--- config.mk ---
export PLATFORM = sky130hd
export DESIGN_NAME = imem_dmem_arb
export DESIGN_NICKNAME = d
export VERILOG_FILES = /design/src/rtl/imem_dmem_arb.sv
export SDC_FILE = /design/constraint.sdc
export NUM_CORES = 1
export LEC_CHECK = 0
export ABC_AREA = 1
export CORE_AREA = 2 2 209 211
export DETAILED_ROUTE_END_ITERATION = 8
export DIE_AREA = 0 0 211 213
export GPL_TIMING_DRIVEN = 0
export PLACE_DENSITY = 0.43
export SLEW_MARGIN = 20
export SYNTH_ARGS = -nofsm -noshare
export SYNTH_HDL_FRONTEND = slang
export SYNTH_SLANG_ARGS = --single-unit
--- constraint.sdc ---
create_clock -name clk -period 2.92 [get_ports clk]
set_input_delay 0.292 -clock clk [delete_from_list [all_inputs] [get_ports clk]]
set_output_delay 0.292 -clock clk [all_outputs]
set_load 0.01 [all_outputs]
--- src/rtl/imem_dmem_arb.sv ---
// Arbitrates the fetch (I) and load/store (D) ports onto one in-order memory port.
// A tag FIFO remembers each request's source so responses are routed back in order.
module imem_dmem_arb #(
    parameter int DEPTH    = 4,
    parameter int MAX_WAIT = 3
) (
    input  logic        clk,
    input  logic        rst,
    input  logic [63:0] im_req_addr,
    input  logic        im_req_valid,
    output logic        im_req_ready,
    output logic [63:0] im_resp_rdata,
    output logic        im_resp_valid,
    input  logic        im_flush,
    input  logic [63:0] dm_req_addr,
    input  logic [63:0] dm_req_wdata,
    input  logic [7:0]  dm_req_wmask,
    input  logic        dm_req_wen,
    input  logic        dm_req_valid,
    output logic        dm_req_ready,
    output logic [63:0] dm_resp_rdata,
    output logic        dm_resp_valid,
    output logic [63:0] mem_req_addr,
    output logic [63:0] mem_req_wdata,
    output logic [7:0]  mem_req_wmask,
    output logic        mem_req_wen,
    output logic        mem_req_valid,
    input  logic        mem_req_ready,
    input  logic [63:0] mem_resp_rdata,
    input  logic        mem_resp_valid
);
    localparam int AW = $clog2(DEPTH);
    localparam int CW = $clog2(MAX_WAIT + 1);
    localparam logic [CW-1:0] MAX_CNT = CW'(MAX_WAIT);

    // Pointers carry one extra bit so full and empty are distinguishable.
    logic [AW:0]      r_wptr;
    logic [AW:0]      r_rptr;
    logic [DEPTH-1:0] r_src;      // 1 = I entry, 0 = D entry
    logic [DEPTH-1:0] r_drop;
    logic [CW-1:0]    r_starve;

    logic             w_full;
    logic             w_empty;
    logic             w_open;
    logic             w_grant_i;
    logic             w_hs;
    logic             w_pop;
    logic [AW-1:0]    w_wr_idx;
    logic [AW-1:0]    w_rd_idx;
    logic             w_head_src;
    logic             w_head_drop;
    logic [DEPTH-1:0] w_drop_next;

    assign w_wr_idx = r_wptr[AW-1:0];
    assign w_rd_idx = r_rptr[AW-1:0];
    assign w_full   = (r_wptr[AW] != r_rptr[AW]) && (w_wr_idx == w_rd_idx);
    assign w_empty  = (r_wptr == r_rptr);
    assign w_open   = !w_full && !rst;

    // D has priority unless I has been passed over MAX_WAIT times in a row.
    assign w_grant_i = im_req_valid && (!dm_req_valid || (r_starve == MAX_CNT));

    assign mem_req_valid = (im_req_valid || dm_req_valid) && w_open;
    assign im_req_ready  = w_grant_i && mem_req_ready && w_open;
    assign dm_req_ready  = !w_grant_i && dm_req_valid && mem_req_ready && w_open;
    assign w_hs          = mem_req_valid && mem_req_ready;

    assign mem_req_addr  = w_grant_i ? im_req_addr : dm_req_addr;
    assign mem_req_wdata = w_grant_i ? 64'd0 : dm_req_wdata;
    assign mem_req_wmask = w_grant_i ? 8'd0 : dm_req_wmask;
    assign mem_req_wen   = w_grant_i ? 1'b0 : dm_req_wen;

    // Responses with nothing outstanding (e.g. from before reset) are ignored.
    assign w_pop       = mem_resp_valid && !w_empty && !rst;
    assign w_head_src  = r_src[w_rd_idx];
    assign w_head_drop = r_drop[w_rd_idx];

    assign dm_resp_valid = w_pop && !w_head_src;
    assign im_resp_valid = w_pop && w_head_src && !w_head_drop && !im_flush;
    assign im_resp_rdata = mem_resp_rdata;
    assign dm_resp_rdata = mem_resp_rdata;

    // A flush marks resident I entries; the slot being pushed this cycle starts clean.
    generate
        for (genvar gi = 0; gi < DEPTH; gi++) begin : g_drop
            assign w_drop_next[gi] = (w_hs && (w_wr_idx == AW'(gi))) ? 1'b0
                                   : (r_drop[gi] || (im_flush && r_src[gi]));
        end
    endgenerate

    always_ff @(posedge clk) begin
        if (rst) begin
            r_wptr <= '0;
            r_rptr <= '0;
            r_drop <= '0;
        end else begin
            r_drop <= w_drop_next;
            if (w_hs) begin
                r_wptr <= r_wptr + 1'b1;
            end
            if (w_pop) begin
                r_rptr <= r_rptr + 1'b1;
            end
        end
    end

    always_ff @(posedge clk) begin
        if (w_hs) begin
            r_src[w_wr_idx] <= w_grant_i;
        end
    end

    // Holds through memory stalls so the grant does not flip while waiting.
    always_ff @(posedge clk) begin
        if (rst) begin
            r_starve <= '0;
        end else if (!im_req_valid || (w_hs && w_grant_i)) begin
            r_starve <= '0;
        end else if (w_hs && (r_starve != MAX_CNT)) begin
            r_starve <= r_starve + CW'(1);
        end
    end
endmodule
==> run_results.csv <==
group,metric,value,unit
yosys,synth_top_area_share,30.18,%
yosys,synth.distinct_cells,29,
clocking,root_buffer,"clkbuf_16",
yosys,syn_area,3283,µm²
yosys,synthCells,604,
floorplan,io_pins,542,
global_route,grt_start_max_net_pins,14,
yosys,yosysSeqAreaShare,10.98,%
routing,vias,4980,
cells_and_area,drive_gt1_share,15.48,%
place,dp_hpwl,20620,µm
yosys,yosys_warnings,0,
sta,finalSetupViolCount,0,
clocking,htreeDepth,1,
worst_setup_path,crit_path_frequent_cell,"nand2_1",
clocking,cts.sinks,16,
global_route,grt_antenna_before_repair,2,
worst_setup_path,cp.arrival,2.44,ns
global_route,grt_pass1_vias,4977,
sta,slew_headroom,63.92,%
floorplan,rows,76,
sta,tightest_slew,0.5395,ns
power,peakVddDrop,165.8,µV
clocking,max-clock-path-buffers,2,
place,placed_cells,1627,
sta,finalMaxSlewViolations,0,
worst_setup_path,startpoint,"r_starve[0]$_SDFFE_PP0P_",
routing,drt_pass1_iterations,6,
sta,grt_setup_unrepaired,"no",
yosys,ys_async_sr_fraction,0,%
run,drv_cap,0,
floorplan,dieArea,44940,µm²
cells_and_area,finalNonFillerCells,1635,
global_route,grt_usage,9.094,%
routing,wirelength,22880,µm
worst_setup_path,criticalPathCategory,"reg -> out",
routing,post_drt_wl_per_cell,13.99,µm
hold_path,hold_depth,2,
worst_setup_path,setup.worst_path.end,"mem_req_addr[10]",
global_route,grt_first_pass_wirelength,30820,µm
cells_and_area,layout.nets,1364,
hold_path,min_path_type,"reg -> reg",
floorplan,start_util,7.690,%
routing,drtAntennaViolNets,0,
worst_setup_path,cp.required,2.63,ns
routing,vias_per_cell,3.046,
worst_setup_path,r2r-start,"r_starve[0]$_SDFFE_PP0P_",
worst_setup_path,crit_slowest_cell,"clkdlybuf4s50_1",
yosys,synthFlopType,"dfxtp_1",
sta,fin_crit,2.737,ns
cells_and_area,area_delta_synth_final,169.4,%
outcome,status,"complete, no violations",
routing,drc_errors,0,
routing,drt_iter0_drc,201,
floorplan,die_x,211,µm
clocking,clkLatencyLatePin,0.25,ns
floorplan,coreArea,42700,µm²
cells_and_area,utilization,20.71,%
place,io_buffers,477,
yosys,synth_edf_count,4,
yosys,synth_common_cells,"208 x nand2_1, 132 x buf_4, 93 x inv_1, 86 x nor2_1, 12 x dfxtp_1",
yosys,synth_most_common_cell,"nand2_1",
worst_setup_path,cpLargestDelayFamily,"buffers and inverters",
power,leakage,4.070,nW
yosys,synth_largest_area_cell,"buf_4",
clocking,cts_setup_buffers,0,
clocking,clkTransAtPathRegs,0.05,ns
worst_setup_path,cp-start-kind,"register",
clocking,cts_tree,"done",
global_route,gr-total-overflow,0,
worst_setup_path,r2r_cells,5,
yosys,netlist_top_cells_area,"buf_4 30%, nand2_1 24%, inv_1 11%",
sta,finalCritPeriodShare,93.73,%
worst_setup_path,path_max_fanout,10,
worst_setup_path,r2r_setup_slack,1.31,ns
place,place.gp.congestion,0.7826,
clocking,cts_buffers,3,
yosys,synth_seq_cells,16,
sta,skew,0.001948,ns
floorplan,fp.dieH,213,µm
worst_setup_path,critical_path_cell_count,8,
yosys,synth_fp_nets,882,
sta,hold_viol,0,
worst_setup_path,endpoint_kind,"primary output",
sta,timing.fmax,365.4,MHz
worst_setup_path,path_cells,"ha_1, inv_1, a21oi_4, inv_2, clkbuf_1, nand2_1, nand2_1, clkdlybuf4s50_1",
power,power_density,206.6,nW/µm²
worst_setup_path,critPathBufInv,4,
worst_setup_path,cpPeakStageDelay,0.56,ns
yosys,avgSynthCellArea,5.436,µm²
worst_setup_path,rr_endpoint,"r_src[3]$_DFFE_PP_",
## worst register-to-register path, stage by stage (launching register included)
cell	delay, ns
dfxtp_1	0.36
ha_1	0.22
inv_1	0.10
a21oi_4	0.23
buf_6	0.22
buf_2	0.29
## worst min-delay path by stage
stage                        startpoint                  endpoint
3_5_place_dp   r_starve[0]$_SDFFE_PP0P_  r_starve[0]$_SDFFE_PP0P_
5_1_grt        r_starve[0]$_SDFFE_PP0P_  r_starve[0]$_SDFFE_PP0P_
3_3_place_gp   r_starve[1]$_SDFFE_PP0P_  r_starve[1]$_SDFFE_PP0P_
6_report       r_starve[0]$_SDFFE_PP0P_  r_starve[0]$_SDFFE_PP0P_
4_1_cts        r_starve[0]$_SDFFE_PP0P_  r_starve[0]$_SDFFE_PP0P_
2_1_floorplan                       rst    r_wptr[2]$_SDFFE_PP0N_
## flip-flops by register name (all words and copies together), names as in the netlist
register,flops
r_starve,2
r_src,4
r_rptr,3
r_wptr,3
r_drop,4
## where the power goes
group | total (mW) | leakage (nW) | internal, mW | switching, mW
combinational | 1.31 | 3.90 | 0.817 | 0.488
sequential | 0.250 | 0.135 | 0.238 | 0.0114
clock | 0.272 | 0.0386 | 0.182 | 0.0902
total | 1.83 | 4.07 | 1.24 | 0.590
## layout make-up
class                      instances  area, µm²
antenna                            4      10.01
buffer                           150       1091
clock buffer                       3      75.07
clock inverter                     1      3.754
fill                            4836      33850
inverter                          95      361.6
multi-input combinational        343       1484
sequential                        16      360.3
tap                              546      683.2
timing repair buffer             477       4775
## through the flow
stage	hold WS (ns)	setup slack, ns	TNS (ns)	cell area, µm²	total power, mW
6_report	0.4819	0.1832	0	8843	1.827
2_1_floorplan	0.3544	1.328	0	3283	0.7285
3_3_place_gp	0.4699	-0.2174	-0.5304	8741	1.575
4_1_cts	0.4845	0.05198	0	8826	1.854
3_5_place_dp	0.4770	-0.2441	-0.7727	8741	1.572
5_1_grt	0.5099	0.006886	0	8843	1.943
## logic make-up (layout without fill, tap and decap cells)
family	count (synthesis)	after routing	share of synthesized area, %
compound gates	24	24	4.421
other cells	0	4	0
simple gates	312	312	38.22
xor+xnor	1	1	0.2668
fa+ha+maj	6	6	2.287
flops	16	16	10.98
buf+inv	245	726	43.83
## layer usage
layer	GRT usage, %	wire, µm	vias to the layer above
li1	-	-	2591
met1	10.35	8780	2146
met2	16.99	12150	232
met3	2.133	1645	11
met4	2.234	301	0
met5	0	0	-
## timing repair
item                       in CTS  in global routing
hold buffers                    0                  0
resized for setup               4                  8
gates cloned                    0                  0
setup endpoints to repair      33                 12
## placed cells by master (no fill, tap or decap), types with 3 or more instances in the layout
cell and count:
clkbuf_16 3, nand3_1 4, clkbuf_2 5, nor2_4 4, buf_2 9, nand2_1 208
ha_1 6, clkdlybuf4s50_1 477, buf_4 132, dfxtp_1 12, nor2_1 86, diode_2 4
inv_1 93, nor3_2 4, a21oi_1 9, o21ai_0 7, edfxtp_1 4
(Power assumes the default switching activity.)
